File: config.mk
export PLATFORM = sky130hd
export DESIGN_NAME = alu_pipe_flat
export DESIGN_NICKNAME = d
export VERILOG_FILES = /design/src/rtl/alu_pkg.sv /design/src/rtl/alu_pipe_if.sv /design/src/rtl/alu_core.sv /design/src/rtl/alu_pipe.sv /design/src/flat_wrapper.sv
export SDC_FILE = /design/constraint.sdc
export NUM_CORES = 1
export LEC_CHECK = 0
export ABC_AREA = 1
export CORE_ASPECT_RATIO = 1.5
export CORE_MARGIN = 5
export CORE_UTILIZATION = 50
export CTS_CLUSTER_SIZE = 25
export DETAILED_ROUTE_END_ITERATION = 6
export PLACE_DENSITY = 0.74
export SLEW_MARGIN = 20
export SYNTH_ARGS = -nofsm -noshare
export SYNTH_HDL_FRONTEND = slang
export SYNTH_SLANG_ARGS = --single-unit
File: constraint.sdc
create_clock -name clock -period 2.8 [get_ports clock]
set_clock_uncertainty 0.1 [all_clocks]
set_input_delay 0.28 -clock clock [delete_from_list [all_inputs] [get_ports clock]]
set_output_delay 0.28 -clock clock [all_outputs]
set_load 0.02 [all_outputs]
File: src/rtl/alu_pkg.sv
// Shared types and constants for the pipelined ALU: opcode encoding and flag layout.
package alu_pkg;

  typedef enum logic [3:0] {
    OP_ADD  = 4'd0,
    OP_SUB  = 4'd1,
    OP_XOR  = 4'd2,
    OP_OR   = 4'd3,
    OP_AND  = 4'd4,
    OP_NOR  = 4'd5,
    OP_NAND = 4'd6,
    OP_XNOR = 4'd7,
    OP_ADC  = 4'd8,
    OP_SBB  = 4'd9,
    OP_SHL  = 4'd10,
    OP_SHR  = 4'd11,
    OP_ASR  = 4'd12,
    OP_ROL  = 4'd13,
    OP_CLC  = 4'd14,
    OP_RSVD = 4'd15
  } alu_op_e;

  typedef struct packed {
    logic n;
    logic z;
    logic c;
    logic v;
  } alu_flags_t;

  // Highest opcode of the original 4-bit ALU encoding.
  localparam logic [3:0] OP_LEGACY_MAX = 4'd7;

  // Ops whose carry/borrow is written back into the carry register.
  function automatic logic is_carry_op(alu_op_e op);
    return (op == OP_ADD) || (op == OP_SUB) || (op == OP_ADC) || (op == OP_SBB);
  endfunction

endpackage

File: src/rtl/alu_pipe_if.sv
// Operand-side and result-side valid/ready bus of the pipelined ALU.
interface alu_pipe_if #(
  parameter int WIDTH = 8
);
  logic             in_valid;
  logic             in_ready;
  logic [3:0]       in_op;
  logic [WIDTH-1:0] in_a;
  logic [WIDTH-1:0] in_b;
  logic             out_valid;
  logic             out_ready;
  logic [WIDTH-1:0] out_result;
  logic [3:0]       out_flags;
  logic             out_illegal;

  // Sequencer/writeback side: drives operands, consumes results.
  modport master (
    output in_valid, in_op, in_a, in_b, out_ready,
    input  in_ready, out_valid, out_result, out_flags, out_illegal
  );

  // ALU side.
  modport slave (
    input  in_valid, in_op, in_a, in_b, out_ready,
    output in_ready, out_valid, out_result, out_flags, out_illegal
  );
endinterface

File: src/rtl/alu_core.sv
// Purely combinational ALU datapath: result, flags and carry-register update.
module alu_core
  import alu_pkg::*;
#(
  parameter int WIDTH = 8
) (
  input  alu_op_e          op,
  input  logic [WIDTH-1:0] a,
  input  logic [WIDTH-1:0] b,
  input  logic             carry_in,
  output logic [WIDTH-1:0] result,
  output alu_flags_t       flags,
  output logic             carry_out,
  output logic             carry_we,
  output logic             illegal
);
  localparam int SHW = $clog2(WIDTH);
  localparam logic [WIDTH:0] WIDTH_EXT = (WIDTH+1)'(WIDTH);

  logic [WIDTH:0]     sum_s;
  logic [WIDTH:0]     diff_s;
  logic [WIDTH:0]     cin_ext_s;
  logic [2*WIDTH-1:0] rol_s;
  logic [SHW-1:0]     sh_s;
  logic               sh_big_s;
  logic               c_s;
  logic               v_s;

  // Shared adder/subtractor and shifter terms; ADC/SBB fold in the carry register.
  always_comb begin
    cin_ext_s = '0;
    if ((op == OP_ADC) || (op == OP_SBB)) begin
      cin_ext_s = {{WIDTH{1'b0}}, carry_in};
    end else begin
      cin_ext_s = '0;
    end
    sum_s    = {1'b0, a} + {1'b0, b} + cin_ext_s;
    diff_s   = {1'b0, a} - {1'b0, b} - cin_ext_s;
    sh_s     = b[SHW-1:0];
    sh_big_s = ({1'b0, b} >= WIDTH_EXT);
    rol_s    = {a, a} << sh_s;
  end

  // Opcode decode: select result, carry/overflow and carry-register write.
  always_comb begin
    result    = '0;
    c_s       = 1'b0;
    v_s       = 1'b0;
    carry_out = 1'b0;
    carry_we  = 1'b0;
    illegal   = 1'b0;
    flags     = '0;
    case (op)
      OP_ADD, OP_ADC: begin
        result = sum_s[WIDTH-1:0];
        c_s    = sum_s[WIDTH];
        v_s    = (a[WIDTH-1] == b[WIDTH-1]) && (sum_s[WIDTH-1] != a[WIDTH-1]);
      end
      OP_SUB, OP_SBB: begin
        result = diff_s[WIDTH-1:0];
        c_s    = diff_s[WIDTH];
        v_s    = (a[WIDTH-1] != b[WIDTH-1]) && (diff_s[WIDTH-1] != a[WIDTH-1]);
      end
      OP_XOR:  result = a ^ b;
      OP_OR:   result = a | b;
      OP_AND:  result = a & b;
      OP_NOR:  result = ~(a | b);
      OP_NAND: result = ~(a & b);
      OP_XNOR: result = ~(a ^ b);
      OP_SHL:  result = sh_big_s ? '0 : (a << sh_s);
      OP_SHR:  result = sh_big_s ? '0 : (a >> sh_s);
      OP_ASR:  result = sh_big_s ? {WIDTH{a[WIDTH-1]}} : $unsigned($signed(a) >>> sh_s);
      OP_ROL:  result = rol_s[2*WIDTH-1:WIDTH];
      OP_CLC: begin
        result   = '0;
        carry_we = 1'b1;
      end
      OP_RSVD: begin
        result  = '0;
        illegal = 1'b1;
      end
      default: begin
        result  = '0;
        illegal = 1'b1;
      end
    endcase

    if (is_carry_op(op)) begin
      carry_we  = 1'b1;
      carry_out = c_s;
    end else begin
      carry_out = 1'b0;
    end

    // A reserved opcode reports no status at all, not even Z.
    if (illegal) begin
      flags = '0;
    end else begin
      flags.n = result[WIDTH-1];
      flags.z = (result == '0);
      flags.c = c_s;
      flags.v = v_s;
    end
  end
endmodule

File: src/rtl/alu_pipe.sv
// Two-stage valid/ready ALU pipeline: S1 holds operands, S2 holds the result.
module alu_pipe
  import alu_pkg::*;
#(
  parameter int WIDTH = 8
) (
  input  logic      clock,
  input  logic      reset,
  alu_pipe_if.slave bus
);
  logic             s1_valid_q, s1_valid_d;
  alu_op_e          s1_op_q, s1_op_d;
  logic [WIDTH-1:0] s1_a_q, s1_a_d;
  logic [WIDTH-1:0] s1_b_q, s1_b_d;
  logic             s2_valid_q, s2_valid_d;
  logic [WIDTH-1:0] s2_result_q, s2_result_d;
  alu_flags_t       s2_flags_q, s2_flags_d;
  logic             s2_illegal_q, s2_illegal_d;
  logic             carry_q, carry_d;

  logic             s2_adv_s;
  logic             s1_adv_s;
  logic             in_ready_s;
  logic             accept_s;
  logic [WIDTH-1:0] core_result_s;
  alu_flags_t       core_flags_s;
  logic             core_carry_s;
  logic             core_carry_we_s;
  logic             core_illegal_s;

  alu_core #(.WIDTH(WIDTH)) u_core (
    .op        (s1_op_q),
    .a         (s1_a_q),
    .b         (s1_b_q),
    .carry_in  (carry_q),
    .result    (core_result_s),
    .flags     (core_flags_s),
    .carry_out (core_carry_s),
    .carry_we  (core_carry_we_s),
    .illegal   (core_illegal_s)
  );

  // Handshake: a stage advances when the stage downstream is empty or draining.
  always_comb begin
    s2_adv_s   = !s2_valid_q || bus.out_ready;
    s1_adv_s   = s1_valid_q && s2_adv_s;
    in_ready_s = !s1_valid_q || s2_adv_s;
    accept_s   = bus.in_valid && in_ready_s;
  end

  // Next-state for both stages and the carry register.
  always_comb begin
    s1_valid_d   = s1_valid_q;
    s1_op_d      = s1_op_q;
    s1_a_d       = s1_a_q;
    s1_b_d       = s1_b_q;
    s2_valid_d   = s2_valid_q;
    s2_result_d  = s2_result_q;
    s2_flags_d   = s2_flags_q;
    s2_illegal_d = s2_illegal_q;
    carry_d      = carry_q;

    if (accept_s) begin
      s1_valid_d = 1'b1;
      s1_op_d    = alu_op_e'(bus.in_op);
      s1_a_d     = bus.in_a;
      s1_b_d     = bus.in_b;
    end else if (s1_adv_s) begin
      s1_valid_d = 1'b0;
    end else begin
      s1_valid_d = s1_valid_q;
    end

    if (s1_adv_s) begin
      s2_valid_d   = 1'b1;
      s2_result_d  = core_result_s;
      s2_flags_d   = core_flags_s;
      s2_illegal_d = core_illegal_s;
    end else if (bus.out_ready) begin
      s2_valid_d = 1'b0;
    end else begin
      s2_valid_d = s2_valid_q;
    end

    // Carry moves with the op leaving S1 so ADC chains see their predecessor.
    if (s1_adv_s && core_carry_we_s) begin
      carry_d = core_carry_s;
    end else begin
      carry_d = carry_q;
    end
  end

  // Pipeline and carry registers with synchronous reset.
  always_ff @(posedge clock) begin
    if (reset) begin
      s1_valid_q   <= 1'b0;
      s1_op_q      <= OP_ADD;
      s1_a_q       <= '0;
      s1_b_q       <= '0;
      s2_valid_q   <= 1'b0;
      s2_result_q  <= '0;
      s2_flags_q   <= '0;
      s2_illegal_q <= 1'b0;
      carry_q      <= 1'b0;
    end else begin
      s1_valid_q   <= s1_valid_d;
      s1_op_q      <= s1_op_d;
      s1_a_q       <= s1_a_d;
      s1_b_q       <= s1_b_d;
      s2_valid_q   <= s2_valid_d;
      s2_result_q  <= s2_result_d;
      s2_flags_q   <= s2_flags_d;
      s2_illegal_q <= s2_illegal_d;
      carry_q      <= carry_d;
    end
  end

  assign bus.in_ready    = in_ready_s;
  assign bus.out_valid   = s2_valid_q;
  assign bus.out_result  = s2_result_q;
  assign bus.out_flags   = s2_flags_q;
  assign bus.out_illegal = s2_illegal_q;
endmodule

File: src/flat_wrapper.sv
// flat-port wrapper written by rule: the top's interface ports become plain ports
module alu_pipe_flat import alu_pkg::*;
#(
  parameter int WIDTH = 8
)
  (clock, reset, bus_in_valid, bus_in_op, bus_in_a, bus_in_b, bus_out_ready, bus_in_ready, bus_out_valid, bus_out_result, bus_out_flags, bus_out_illegal);
  alu_pipe_if #(.WIDTH(WIDTH)) bus_i ();
  input  logic clock;
  input  logic reset;
  input wire logic [$bits(bus_i.in_valid)-1:0] bus_in_valid;
  input wire logic [$bits(bus_i.in_op)-1:0] bus_in_op;
  input wire logic [$bits(bus_i.in_a)-1:0] bus_in_a;
  input wire logic [$bits(bus_i.in_b)-1:0] bus_in_b;
  input wire logic [$bits(bus_i.out_ready)-1:0] bus_out_ready;
  output wire logic [$bits(bus_i.in_ready)-1:0] bus_in_ready;
  output wire logic [$bits(bus_i.out_valid)-1:0] bus_out_valid;
  output wire logic [$bits(bus_i.out_result)-1:0] bus_out_result;
  output wire logic [$bits(bus_i.out_flags)-1:0] bus_out_flags;
  output wire logic [$bits(bus_i.out_illegal)-1:0] bus_out_illegal;
  assign bus_i.in_valid = bus_in_valid;
  assign bus_i.in_op = bus_in_op;
  assign bus_i.in_a = bus_in_a;
  assign bus_i.in_b = bus_in_b;
  assign bus_i.out_ready = bus_out_ready;
  assign bus_in_ready = bus_i.in_ready;
  assign bus_out_valid = bus_i.out_valid;
  assign bus_out_result = bus_i.out_result;
  assign bus_out_flags = bus_i.out_flags;
  assign bus_out_illegal = bus_i.out_illegal;
  alu_pipe #(.WIDTH(WIDTH)) u_core (.clock(clock), .reset(reset), .bus(bus_i));
endmodule
Word-level counts from Yosys, hierarchy flattened
Index checks and enable logic that the tools add are counted.
{ "word_totals": {"regBits": 36, "out_inout_bits": 15} }
{ "classes": {"add_sub_neg": 4, "order_cmp": 1, "eq_ne": 19, "shift": 4, "n_mux": 16, "n_bitwise": 6, "reduce_logical": 20} }
{ "ops": {"columns": ["cell", "n"], "rows": [
  ["8-bit one-hot mux with 13 select lines", 1],
  ["4-bit equality test, second input constant", 8],
  ["8-bit two-way mux", 3],
  ["8-bit inverter", 3],
  ["4-bit by 3-bit equality test with 1-bit output, second input constant", 4],
  ["16-bit by 3-bit left shift with 16-bit output", 1],
  ["8-bit by 8-bit adder with 9-bit output", 1],
  ["9-bit adder", 1],
  ["1-bit two-way mux", 9],
  ["8-bit by 8-bit subtractor with 9-bit output", 1],
  ["9-bit subtractor", 1],
  ["8-bit AND", 1],
  ["4-bit by 2-bit equality test with 1-bit output, second input constant", 2],
  ["8-bit by 4-bit greater-or-equal comparator with 1-bit output, second input constant", 1],
  ["8-bit zero test", 1],
  ["8-bit bitwise OR", 1],
  ["8-bit by 3-bit left shift with 8-bit output", 1],
  ["8-bit by 3-bit >> shifter with 8-bit output", 1],
  ["8-bit by 3-bit >>> shifter with 8-bit output", 1],
  ["8-bit bitwise XOR", 1],
  ["1-bit logical OR", 6],
  ["2-bit OR reduction", 3],
  ["1-bit logical AND", 5],
  ["4-bit by 1-bit equality test with 1-bit output, second input constant", 1],
  ["7 further kinds", 12]
]} }

Depth between registers and ports, before layout
Gate-level depths: netlist of run 1.
{ "depth": {"ltp_word": 8, "mapped_depth": 20, "mapped_depth_nobuf": 20} }

Hierarchy
A second synthesis of run 1 with hierarchy kept.
{ "unflattened": {"hier_cells": 721, "area_unflattened_um2": 4006.3} }
{ "modules_own_cells": {"columns": ["module", "n_inst", "cells_per_inst", "area_per_inst_um2"], "rows": [
  ["alu_core", 1, 515, 2542.4],
  ["alu_pipe", 1, 206, 1463.9]
]} }

Least setup slack after synthesis of run 1
OpenSTA, ideal clock, no wires.
{ "synth_path": {"path_type": "flip-flop to flip-flop", "from": "register u_core.s1_op_q[3]", "to": "register u_core.s2_flags_q (netlist bit u_core.bus.out_flags[2])", "arrival_ns": 2.943, "required_time_ns": 2.630, "setup_slack_ns": -0.313, "path_stages_with_launch": 20, "path_buffers": 0, "path_cell_list": "dfxtp_1 > inv_1 > nor2_1 > inv_2 > nor3_1 > inv_1 > fa_1 > fa_1 > or2_0 > nand3_1 > nand2_1 > nor2_1 > nand2_1 > nor2_1 > nand3_1 > nand2_1 > nand3_1 > nor2_1 > nand3_1 > a21oi_1"} }
{ "synth_via": {"elab_chain_cells": 7, "elab_cells_between_ends": 27} }
{ "synth_lines": {"columns": ["item", "line", "text"], "rows": [
  ["start: declaration", "alu_pipe.sv:12", "alu_op_e s1_op_q, s1_op_d;"],
  ["start signal: assignment", "alu_pipe.sv:107", "s1_op_q <= s1_op_d;"],
  ["4-bit equality test", "alu_core.sv:32, alu_core.sv:53", null],
  ["1-bit logical OR", "alu_core.sv:32", "if ((op == OP_ADC) || (op == OP_SBB)) begin"],
  ["1-bit two-way mux", "alu_core.sv:32", null],
  ["9-bit subtractor or 9-bit adder (tied branches)", "alu_core.sv:38, alu_core.sv:37", null],
  ["8-bit one-hot mux with 13 select lines", "alu_core.sv:53", "case (op)"],
  ["8-bit zero test", "alu_core.sv:100", "flags.z = (result == '0);"],
  ["4-bit two-way mux *", "alu_core.sv:96", "if (illegal) begin"],
  ["end signal: assignment", "alu_pipe.sv:112", "s2_flags_q <= s2_flags_d;"],
  ["end: declaration", "alu_pipe.sv:17", "alu_flags_t s2_flags_q, s2_flags_d;"]
]} }
Every way passes the cells marked *; elsewhere a longest branch is shown, timed or not.
A chain may end at the register's enable or synchronous reset.

Final worst setup path of run 1
Ends and elaborated chain as after synthesis.

==> impl_results.rst, run 1 <==
.. list-table::
   :header-rows: 1

   * - Metric
     - Value
   * - Vias in the first global route
     - 4325
   * - Synth Net Count
     - between 700 and 800
   * - Critical Path End Type
     - flip-flop
   * - Critical-path maximum fanout
     - 4
   * - Pins over their slew limit
     - 0
   * - Total Neg Setup Slack
     - -0.165 ns
   * - Antenna violations before repair
     - 0
   * - Placeable core region
     - about 0.0076 mm^2
   * - TritonCTS clock tree
     - yes
   * - DR DRC count
     - 0
   * - Final Hold Violating Endpoints
     - 0
   * - Ant diodes
     - 0
   * - Total detailed-routing wirelength
     - about 14 mm
   * - Data arrival at the endpoint of the critical path
     - around 3.0 ns
   * - Primary flip-flop cell chosen by synthesis mapping
     - dfxtp_1
   * - Vertical die dimension
     - roughly 120 um
   * - Final cell count without fillers
     - 820
   * - Worst setup margin
     - -0.0953 ns
   * - Largest area contributor in the netlist
     - nand2_1
   * - DRT antenna net count
     - 0
   * - Number of input and output port buffers inserted
     - 38
   * - Final weighted congestion of routability-driven global placement
     - just under 1
   * - Standard-cell row count
     - 39
   * - Post-route design area
     - about 0.0048 mm^2
   * - Routed WL per cell
     - 16.8 um
   * - Final #Nets
     - about 780
   * - Slew headroom
     - 46.2%
   * - Largest net degree at the start of global routing
     - 33
   * - Number of different library cells in the post-synthesis netlist
     - 38
   * - Status
     - finished, violations left
   * - Post-synthesis instance area
     - approximately 0.0038 mm^2
   * - Power per cell area
     - approximately 430 mW/mm^2
   * - Post-placement cell count
     - ~800
   * - First DRT Iteration DRCs
     - 283
   * - Clk sink count
     - 36
   * - Clock transition at the registers of the reported paths
     - about 0.060 ns
   * - Post-route worst hold slack
     - roughly 0.36 ns
   * - DR vias
     - approximately 4500
   * - Number of synthesized flops with an enable pin
     - 0
   * - Tot GR Track Use
     - between 30% and 40%
   * - Type of the setup path with the least slack
     - flip-flop to flip-flop
   * - Achievable clock frequency
     - between 300 and 400 MHz
   * - Post-synthesis async set-or-reset flop share
     - 0%
   * - Critical path required time
     - 2.91 ns
   * - Endpoints failing setup
     - 3
   * - Cell types with the largest area share after synthesis
     - nand2_1 (19%), dfxtp_1 (19%), nand3_1 (11%), ha_1 (10%), inv_1 (6.9%)
   * - Clock root buffer master
     - clkbuf_16
   * - Drt first pass iters
     - 5
   * - DP Worst Slack
     - -0.215 ns
   * - Clock period minus worst slack
     - 2.90 ns
   * - Leading cell types by count after synthesis
     - nand2_1 (193), nand3_1 (87), inv_1 (71)
   * - Clock buffer count from CTS
     - 5
   * - Maximum resistive drop on vdd
     - between 0.0004 and 0.0005 V
   * - Worst Tran Pin Value
     - 0.804 ns
   * - Share of Yosys cell area claimed by the top area cell type
     - between 10% and 20%
   * - Violations in the final reports
     - setup timing
   * - Average cell area after synthesis
     - between 5 and 6 um^2
   * - Worst setup SP type
     - flip-flop
   * - Relative area change from synthesis to final layout
     - 24.3%
   * - Class of the most critical hold timing path
     - flip-flop to flip-flop
   * - Cell with the most instances after synthesis
     - nand2_1
   * - Fill cell instance count of the final layout
     - roughly 760
   * - Layout Utilization
     - between 60% and 70%
   * - Dpl cell area
     - about 0.0045 mm^2
   * - Remaining global-route overflow
     - 0
   * - IO Count
     - 39
   * - X dimension of the die
     - just over 80 um
   * - Full die area
     - between 0.009 and 0.01 mm^2
   * - Starting Density
     - 50.7%
   * - Max Root-Sink Buffers
     - 2
   * - Detailed-route vias per instance
     - between 5 and 6
   * - Final worst path period share
     - 103%
   * - Placed wire-length estimate
     - roughly 11 mm
   * - FF+latch count, synth
     - 36
   * - Share of layout cells above drive strength 1
     - between 10% and 20%
   * - Number of instances in the synthesized netlist
     - around 650
   * - Number of warnings issued by yosys
     - 0
   * - Count of max-cap constraint violations
     - 0
   * - Wire length of the first global-routing pass
     - approximately 22 mm
   * - P_leak
     - about 2.3 nW
   * - Total power
     - roughly 2.1 mW
   * - Post-synthesis sequential area ratio
     - a little under a fifth
   * - Setup repair after global routing missed its margin
     - yes
   * - CTS H-tree lvls
     - 2
   * - Insertion delay to the later sink of the worst-skew pair
     - between 0.2 and 0.3 ns
## cells by family after synthesis
family,count (synthesis),share of synthesized area (%)
flops,36,18.8
xor+xnor,5,1.14
simple gates,373,41.5
fa+ha+maj,35,12.2
compound gates,104,14.3
buf+inv,99,12.0
## critical path: stages, from the launching register on
cell	delay, ns
dfxtp_2	0.34
inv_2	0.05
nor2_4	0.09
inv_2	0.05
nor3_4	0.16
inv_2	0.06
fa_2	0.39
fa_2	0.39
or2_0	0.23
nand3_1	0.08
nand2_1	0.05
nor2_1	0.08
nand2_1	0.10
nor2_1	0.11
nand3_1	0.07
nand2_1	0.08
nand3_1	0.09
nor2_1	0.09
nand3_1	0.08
a21oi_1	0.12
## layout by cell type (no fill, tap or decap), types with 3 or more instances in the layout
cell type / Yosys / final
nand2_1: 193 / 187
nand3_1: 87 / 82
inv_1: 71 / 67
nor2_1: 66 / 62
a21oi_1: 48 / 46
buf_4: 2 / 41
clkdlybuf4s50_1: 0 / 38
o21ai_0: 42 / 36
dfxtp_1: 36 / 34
ha_1: 31 / 28
nand2_2: 4 / 10
inv_2: 5 / 9
o21ai_1: 3 / 8
nand4_1: 8 / 8
nand3b_1: 5 / 5
clkbuf_16: 0 / 5
nand3_2: 0 / 4
xor2_1: 4 / 4
fa_2: 0 / 4
nor2_2: 0 / 3
a21oi_2: 1 / 3
ha_4: 0 / 3
## flip-flops by register name, summed over array words and instances, names as in the netlist
register	cells
u_core.bus.out_flags	4
u_core.bus.out_result	8
u_core.s1_valid_q	1
u_core.carry_q	1
u_core.bus.out_valid	1
u_core.s1_b_q	8
u_core.s1_op_q	4
u_core.bus.out_illegal	1
u_core.s1_a_q	8
## cell type report
cell class              instances  area [um^2]  share of cell area [%]
clock buffers                   7          133                    2.78
repair buffers                 79          688                    14.4
flip-flops and latches         36          723                    15.2
clock inverters                 1         8.76                   0.184
well taps                     102          128                    2.68
multi-input cells             517         2790                    58.4
inverters                      78          300                    6.30
## final timing paths
check | cells after the start | end | slack (ns) | startpoint
worst max register to register | 19 | u_core.bus.out_flags[2]$_SDFFE_PP0P_ | -0.1 | u_core.s1_op_q[3]$_SDFFE_PP0P_
worst max-delay path | 19 | u_core.bus.out_flags[2]$_SDFFE_PP0P_ | -0.1 | u_core.s1_op_q[3]$_SDFFE_PP0P_
worst min register to register | 2 | u_core.bus.out_flags[3]$_SDFFE_PP0P_ | 0.36 | u_core.bus.out_flags[3]$_SDFFE_PP0P_
worst min-delay path | 2 | u_core.bus.out_flags[3]$_SDFFE_PP0P_ | 0.36 | u_core.bus.out_flags[3]$_SDFFE_PP0P_
## per-layer routing
layer / track usage, % / share of wire (%) / wire length [um]
met5: 0 / 0 / 0
met4: 15.1 / 4.5 / 617
met3: 2.91 / 4.8 / 657
met2: 53.8 / 51 / 6980
met1: 35.2 / 40 / 5530
## power by group
group,switching [mW],total [mW],internal (mW),leakage [nW]
sequential,0.0314,0.580,0.549,0.298
clock,0.226,0.558,0.332,0.0681
combinational,0.576,0.932,0.356,1.93
total,0.833,2.07,1.24,2.29
## what timing repair did
item | in CTS | in global routing
pin swaps | 4 | 7
gates resized for setup | 15 | 21
setup endpoints to repair | 12 | 13
hold buffers | 0 | 0
buffers inserted | 2 | 3
No activity file was read; power rests on OpenSTA's default activity.
==> run 2, diff against run 1 <==
--- a/config.mk
+++ b/config.mk
@@ -11,6 +11,7 @@
 export CORE_UTILIZATION = 50
 export CTS_CLUSTER_SIZE = 25
 export DETAILED_ROUTE_END_ITERATION = 6
+export GPL_TIMING_DRIVEN = 0
 export PLACE_DENSITY = 0.74
 export SLEW_MARGIN = 20
 export SYNTH_ARGS = -nofsm -noshare
==> impl_results.rst, run 2 (same netlist as run 1, synthesis figures left out) <==
.. list-table::
   :header-rows: 1

   * - Metric
     - Value
   * - Critical-path maximum fanout
     - 2 (-2)
   * - Final Hold Violating Endpoints
     - 0 (unchanged)
   * - Clock buffer count from CTS
     - 5 (unchanged)
   * - Achievable clock frequency
     - 329 MHz (-4.8%)
   * - Most common library cell in the layout ignoring fill and taps
     - nand2_1
   * - Standard-cell row count
     - 39 (unchanged)
   * - Status
     - finished, violations left
   * - Count of max-cap constraint violations
     - 0 (unchanged)
   * - Endpoints failing setup
     - 9 (+6)
   * - Worst setup SP type
     - flip-flop
   * - Routed WL per cell
     - 17.3 um (+2.7%)
   * - P_leak
     - 2.28 nW (-0.81%)
   * - Slowest cell on the critical path
     - fa_2
   * - Critical path buffers and inverters
     - 4 (+1)
   * - R2R depth
     - 18 (-1)
   * - Antenna violations before repair
     - 0 (unchanged)
   * - Number of stages on the worst setup path
     - 18 (-1)
   * - Top cell family by delay on the critical path
     - simple AND/OR/NAND/NOR gates
   * - Maximum resistive drop on vdd
     - 0.000456 V (+4.5%)
   * - Total detailed-routing wirelength
     - 14.1 mm (+2.3%)
   * - R2r endpoint
     - u_core.bus.out_flags[2]$_SDFFE_PP0P_
   * - Setup repair after global routing missed its margin
     - yes
   * - Starting Density
     - 50.7% (unchanged)
   * - Violations in the final reports
     - setup timing
   * - Class of the most critical hold timing path
     - input port to flip-flop
   * - Max Root-Sink Buffers
     - 2 (unchanged)
   * - DRT antenna net count
     - 0 (unchanged)
   * - CTS H-tree lvls
     - 2 (unchanged)
   * - Final worst path period share
     - 109% (+5.2 points)
   * - Share of layout cells above drive strength 1
     - 13.7% (+0.48 points)
   * - Tot GR Track Use
     - 30.6% (+0.47 points)
   * - TritonCTS clock tree
     - yes
   * - Final weighted congestion of routability-driven global placement
     - 1.08 (+8.6%)
   * - Vias in the first global route
     - 4438 (+2.6%)
   * - Clock transition at the registers of the reported paths
     - 0.06 ns (about the same)
   * - Critical Path End Type
     - flip-flop
   * - DP Worst Slack
     - -0.469 ns (-0.254 ns)
   * - Placeable core region
     - 0.00756 mm^2 (unchanged)
   * - Type of the setup path with the least slack
     - flip-flop to flip-flop
   * - X dimension of the die
     - 81.5 um (unchanged)
   * - Full die area
     - 0.00956 mm^2 (unchanged)
   * - Power per cell area
     - 450 mW/mm^2 (+3.6%)
   * - Drt first pass iters
     - 5 (unchanged)
   * - Fill cell instance count of the final layout
     - 715 (-5.5%)
   * - Slew headroom
     - 51.6% (+5.4 points)
   * - Data arrival at the endpoint of the critical path
     - 3.16 ns (+0.15 ns)
   * - DR DRC count
     - 0 (unchanged)
   * - Pins over their slew limit
     - 0 (unchanged)
   * - Count of hold-fix buffers inserted at cts
     - 0 (unchanged)
   * - First DRT Iteration DRCs
     - 279 (-1.4%)
   * - Largest net degree at the start of global routing
     - 13 (-61%)
   * - Final #Nets
     - 773 (-0.39%)
   * - Setup slack on the worst flop-to-flop path
     - -0.24 ns (-0.15 ns)
   * - Remaining global-route overflow
     - 0 (unchanged)
   * - Critical path launch point
     - u_core.s1_op_q[3]$_SDFFE_PP0P_
   * - Clock period minus worst slack
     - 3.04 ns (+0.145 ns)
   * - Number of input and output port buffers inserted
     - 37 (-2.6%)
   * - Clk sink count
     - 36 (unchanged)
   * - Insertion delay to the later sink of the worst-skew pair
     - 0.29 ns (about the same)
   * - Placed wire-length estimate
     - 11.0 mm (+1.4%)
   * - Capture point of the critical path
     - u_core.bus.out_flags[2]$_SDFFE_PP0P_
   * - IO Count
     - 39 (unchanged)
   * - Critical path required time
     - 2.92 ns (about the same)
   * - Detailed-route vias per instance
     - 5.69 (+3.3%)
   * - Max stage delay on crit path
     - 0.45 ns (+0.06 ns)
   * - Worst setup margin
     - -0.240 ns (-0.145 ns)
   * - Relative area change from synthesis to final layout
     - 25.4%
   * - Clock root buffer master
     - clkbuf_16
   * - Worst Tran Pin Value
     - 0.723 ns (-0.0811 ns)
   * - Ant diodes
     - 0 (unchanged)
   * - DR vias
     - 4651 (+2.9%)
   * - Leading cell types in the layout, fill and taps excluded
     - nand2_1 (187), nand3_1 (78), inv_1 (68), nor2_1 (61), a21oi_1 (41)
   * - Wire length of the first global-routing pass
     - 22.0 mm (+2.0%)
   * - Post-route worst hold slack
     - 0.102 ns (-0.259 ns)
   * - R2r startpoint
     - u_core.s1_op_q[3]$_SDFFE_PP0P_
   * - Vertical die dimension
     - 117 um (unchanged)
   * - CP cell instances
     - inv_4, nor2_4, inv_2, nor3_4, buf_4, fa_2, inv_2, ha_4, nor2_4, o21ai_2, nand2_1, nand3_1, nand2_1, nor2_1, nand4_1, nor3_2, nand3_1, a21oi_1
[run 2: cell types whose count changed in the layout (fill, tap and decap cells not counted), sizes merged]
| cell | change |
|---|---|
| bufinv | +1 |
| buf | -9 |
| clkbuf | +6 |
| clkdlybuf4s50 | -1 |
[run 2: layout make-up]
type | count | area [um^2] | area share (%)
multi-input combinational | 517 | 2820 | 58.7
clock inverter | 2 | 35.0 | 0.729
timing repair buffer | 55 | 505 | 10.5
inverter | 78 | 303 | 6.30
buffer | 21 | 161 | 3.36
tap | 102 | 128 | 2.65
sequential | 36 | 727 | 15.1
clock buffer | 6 | 129 | 2.68
[run 2: power breakdown]
group          leakage, nW  total [mW]  switching [mW]  internal, mW
Sequential           0.299       0.584          0.0349         0.549
Clock               0.0808       0.637           0.218         0.419
Combinational         1.90       0.943           0.590         0.353
Total                 2.28        2.16           0.843          1.32
[run 2: how the worst min path moves through the flow]
stage               depth (start not counted)                                  from  slack (ns)                                     to
floorplan                                   2                                 reset        0.37   u_core.bus.out_flags[0]$_SDFFE_PP0P_
CTS                                         2                                 reset        0.09  u_core.bus.out_result[7]$_SDFFE_PP0P_
global route                                2                                 reset        0.11  u_core.bus.out_result[7]$_SDFFE_PP0P_
detailed placement                          2  u_core.bus.out_flags[3]$_SDFFE_PP0P_        0.35   u_core.bus.out_flags[3]$_SDFFE_PP0P_
global placement                            2  u_core.bus.out_flags[0]$_SDFFE_PP0P_        0.35   u_core.bus.out_flags[0]$_SDFFE_PP0P_
finish                                      2                                 reset        0.10   u_core.bus.out_flags[3]$_SDFFE_PP0P_
[run 2: layer usage]
layer / share of wire, % / up-vias / track usage (%)
li1: - / 2238 / -
met1: 37 / 2131 / 33.3
met2: 50 / 220 / 55.8
met3: 6.7 / 62 / 4.90
met4: 5.3 / 0 / 15.9
met5: 0 / - / 0
[run 2: worst reg2reg max path: stages (launching register included)]
cell and delay, ns:
dfxtp_2 0.35, inv_4 0.04, nor2_4 0.09, inv_2 0.06, nor3_4 0.22, buf_4 0.18, fa_2 0.45, inv_2 0.10
ha_4 0.14, nor2_4 0.04, o21ai_2 0.15, nand2_1 0.07, nand3_1 0.09, nand2_1 0.08, nor2_1 0.13, nand4_1 0.23
nor3_2 0.23, nand3_1 0.09, a21oi_1 0.13
[run 2: timing repair]
action | in CTS | in global routing
pin swaps | 21 | 17
endpoints found under the hold margin | 0 | 0
gates resized for setup | 26 | 23
setup buffers | 15 | 3
endpoints found under the setup margin | 12 | 13
[run 2: per-stage QoR]
step | std cells | area [um^2] | power, mW | setup TNS, ns | util (%)
3_5_place_dp | 791 | 4350 | 1.40 | -3.31 | 57.5
6_report | 817 | 4810 | 2.16 | -1.40 | 63.6
4_1_cts | 814 | 4700 | 2.09 | -0.641 | 62.2
3_3_place_gp | 791 | 4350 | 1.38 | -3.02 | 57.5
2_1_floorplan | 652 | 3850 | 1.14 | 0 | -
5_1_grt | 817 | 4810 | 2.28 | -2.75 | 63.6
==> run 3, diff against run 2 <==
--- a/config.mk
+++ b/config.mk
@@ -12,6 +12,7 @@
 export CTS_CLUSTER_SIZE = 25
 export DETAILED_ROUTE_END_ITERATION = 6
 export GPL_TIMING_DRIVEN = 0
+export MAX_ROUTING_LAYER = met4
 export PLACE_DENSITY = 0.74
 export SLEW_MARGIN = 20
 export SYNTH_ARGS = -nofsm -noshare
==> constraint.sdc (replaced) <==
create_clock -name clock -period 2.5 [get_ports clock]
set_clock_uncertainty 0.1 [all_clocks]
set_input_delay 0.25 -clock clock [delete_from_list [all_inputs] [get_ports clock]]
set_output_delay 0.25 -clock clock [all_outputs]
set_load 0.02 [all_outputs]
==> impl_results.rst, run 3 (same netlist as run 1, synthesis figures left out) <==
.. list-table::
   :header-rows: 1

   * - Metric
     - Value
   * - Status
     - finished, violations left
   * - Violations in the final reports
     - setup timing
   * - Layout Utilization
     - 64.5% (+0.98 points)
   * - Total detailed-routing wirelength
     - 14.7 mm (+4.0%)
   * - DR DRC count
     - 0 (unchanged)
   * - X dimension of the die
     - 81.5 um (unchanged)
   * - Number of input and output port buffers inserted
     - 37 (unchanged)
   * - Starting Density
     - 50.7% (unchanged)
   * - Critical Path End Type
     - flip-flop
   * - Achievable clock frequency
     - 320 MHz (-2.7%)
   * - Worst setup margin
     - -0.626 ns (-0.386 ns)
   * - Tot GR Track Use
     - 33.4% (+2.8 points)
   * - Slew headroom
     - 44.4% (-7.2 points)
   * - Slowest cell on the critical path
     - fa_2
   * - Vias in the first global route
     - 4450 (+0.27%)
   * - CTS H-tree lvls
     - 2 (unchanged)
   * - Standard-cell row count
     - 39 (unchanged)
   * - Antenna violations before repair
     - 0 (unchanged)
   * - Count of max-cap constraint violations
     - 0 (unchanged)
   * - Leading cell types in the layout, fill and taps excluded
     - nand2_1 (182), nand3_1 (75), inv_1 (68), nor2_1 (61), a21oi_1 (39)
   * - Post-placement cell count
     - 791 (unchanged)
   * - DRT antenna net count
     - 0 (unchanged)
   * - Wire length of the first global-routing pass
     - 23.1 mm (+5.0%)
   * - Ant diodes
     - 0 (unchanged)
   * - Data arrival at the endpoint of the critical path
     - 3.21 ns (+0.05 ns)
   * - Pins over their slew limit
     - 0 (unchanged)
   * - Remaining global-route overflow
     - 0 (unchanged)
   * - Routed WL per cell
     - 18.0 um (+4.0%)
   * - Vertical die dimension
     - 117 um (unchanged)
   * - Total power
     - 2.48 mW (+15%)
   * - Final cell count without fillers
     - 817 (unchanged)
   * - Max stage delay on crit path
     - 0.39 ns (-0.06 ns)
   * - Post-route worst hold slack
     - 0.0843 ns (-0.0176 ns)
   * - Insertion delay to the later sink of the worst-skew pair
     - 0.28 ns (about the same)
   * - Worst Tran Pin Value
     - 0.831 ns (+0.108 ns)
   * - Drt first pass iters
     - 5 (unchanged)
   * - TritonCTS clock tree
     - yes
   * - IO Count
     - 39 (unchanged)
   * - Worst setup SP type
     - flip-flop
   * - Final #Nets
     - 773 (unchanged)
   * - DR vias
     - 4653 (+0.043%)
   * - Dpl cell area
     - 0.00437 mm^2 (+0.35%)
   * - Largest net degree at the start of global routing
     - 13 (unchanged)
   * - P_leak
     - 2.30 nW (+1.2%)
   * - Class of the most critical hold timing path
     - input port to flip-flop
   * - Clock root buffer master
     - clkbuf_16
   * - Maximum resistive drop on vdd
     - 0.000775 V (+70%)
   * - Final weighted congestion of routability-driven global placement
     - 1.03 (-4.3%)
   * - Cell occurring most often along the worst timing path
     - nand2_1
   * - Max Root-Sink Buffers
     - 2 (unchanged)
   * - Detailed-route vias per instance
     - 5.70 (about the same)
   * - Post-route design area
     - 0.00488 mm^2 (+1.5%)
   * - Clock buffer count from CTS
     - 5 (unchanged)
   * - Most common library cell in the layout ignoring fill and taps
     - nand2_1
   * - Critical-path maximum fanout
     - 3 (+1)
   * - Type of the setup path with the least slack
     - flip-flop to flip-flop
   * - CP cell instances
     - inv_4, nor2_4, inv_2, nor3_4, inv_2, fa_2, fa_2, buf_6, buf_6, nand4_1, o211ai_1, nand2_1, nand2_1, a21oi_2, nand2_1, nand3_1, nand2_1, nand2_2, o21ai_2, nand2_1, inv_1
   * - First DRT Iteration DRCs
     - 385 (+38%)
   * - Final Hold Violating Endpoints
     - 0 (unchanged)
   * - Clock transition at the registers of the reported paths
     - 0.05 ns (about the same)
   * - Clock period minus worst slack
     - 3.13 ns (+0.0857 ns)
   * - Clk sink count
     - 36 (unchanged)
   * - Share of layout cells above drive strength 1
     - 15.0% (+1.3 points)
   * - Full die area
     - 0.00956 mm^2 (unchanged)
   * - Placed wire-length estimate
     - 11.4 mm (+3.7%)
   * - Power per cell area
     - 507 mW/mm^2 (+13%)
   * - Relative area change from synthesis to final layout
     - 27.3%
   * - Setup repair after global routing missed its margin
     - yes
   * - Placeable core region
     - 0.00756 mm^2 (unchanged)
   * - Endpoints failing setup
     - 13 (+4)
   * - Critical path required time
     - 2.58 ns (-0.34 ns)
   * - Final worst path period share
     - 125% (+16 points)
run 3: cell types whose count changed in the layout (fill, tap and decap cells not counted), moves of 3 or more:
cell / previous run / this run
nand3_1: 78 / 75
nand2_1: 187 / 182
buf_4: 20 / 17
buf_6: 7 / 10
nand2_4: 1 / 4
run 3: routing by layer:
| metal | global-route usage (%) | vias up | share of wire, % |
|---|---|---|---|
| li1 | - | 2231 | - |
| met1 | 34.1 | 2101 | 36 |
| met2 | 56.1 | 241 | 48 |
| met3 | 5.97 | 80 | 7.5 |
| met4 | 25.3 | 0 | 8.7 |
| met5 | - | - | 0 |
run 3: worst max-delay path: cells and delay by family, from the launching register on:
| family | cells | cell delay (ns) |
|---|---|---|
| AOI/OAI and AO/OA | 3 | 0.37 |
| buffers and inverters | 6 | 0.43 |
| adders and majority gates | 2 | 0.77 |
| and+or+nand+nor | 10 | 1.00 |
| DFF | 1 | 0.35 |
run 3: path summary, 6_finish.rpt:
kind | start | end | slack [ns] | depth (start not counted)
min | reset | u_core.bus.out_flags[1]$_SDFFE_PP0P_ | 0.08 | 2
min reg2reg | u_core.bus.out_result[7]$_SDFFE_PP0P_ | u_core.bus.out_result[7]$_SDFFE_PP0P_ | 0.38 | 2
max | u_core.s1_op_q[3]$_SDFFE_PP0P_ | u_core.carry_q$_SDFFE_PP0P_ | -0.63 | 21
max reg2reg | u_core.s1_op_q[3]$_SDFFE_PP0P_ | u_core.carry_q$_SDFFE_PP0P_ | -0.63 | 21
run 3: layout make-up:
class                           count  area, um^2
Buffer                             21         161
Timing Repair Buffer               55         517
Multi-Input combinational cell    517        2880
Clock inverter                      2        35.0
Clock buffer                        6         129
Fill cell                         733        2680
Sequential cell                    36         728
Tap cell                          102         128
Inverter                           78         303
run 3: through the flow:
step                      setup WS, ns  TNS, ns
after floorplan                 -0.190   -0.289
after global placement          -0.896    -5.94
after detailed placement        -0.928    -6.31
after CTS                       -0.711    -5.81
after global routing            -0.782    -7.34
final                           -0.626    -5.75
run 3: report_power, final:
| part | internal [mW] | leakage [nW] | switching (mW) |
|---|---|---|---|
| Clock | 0.469 | 0.0808 | 0.238 |
| Sequential | 0.615 | 0.299 | 0.0397 |
| Combinational | 0.414 | 1.92 | 0.703 |
run 3: what timing repair did:
action	in CTS	in global routing
setup buffers	13	5
setup endpoints to repair	13	13
gates resized for setup	33	29
pin swaps	20	21
hold buffers	0	0
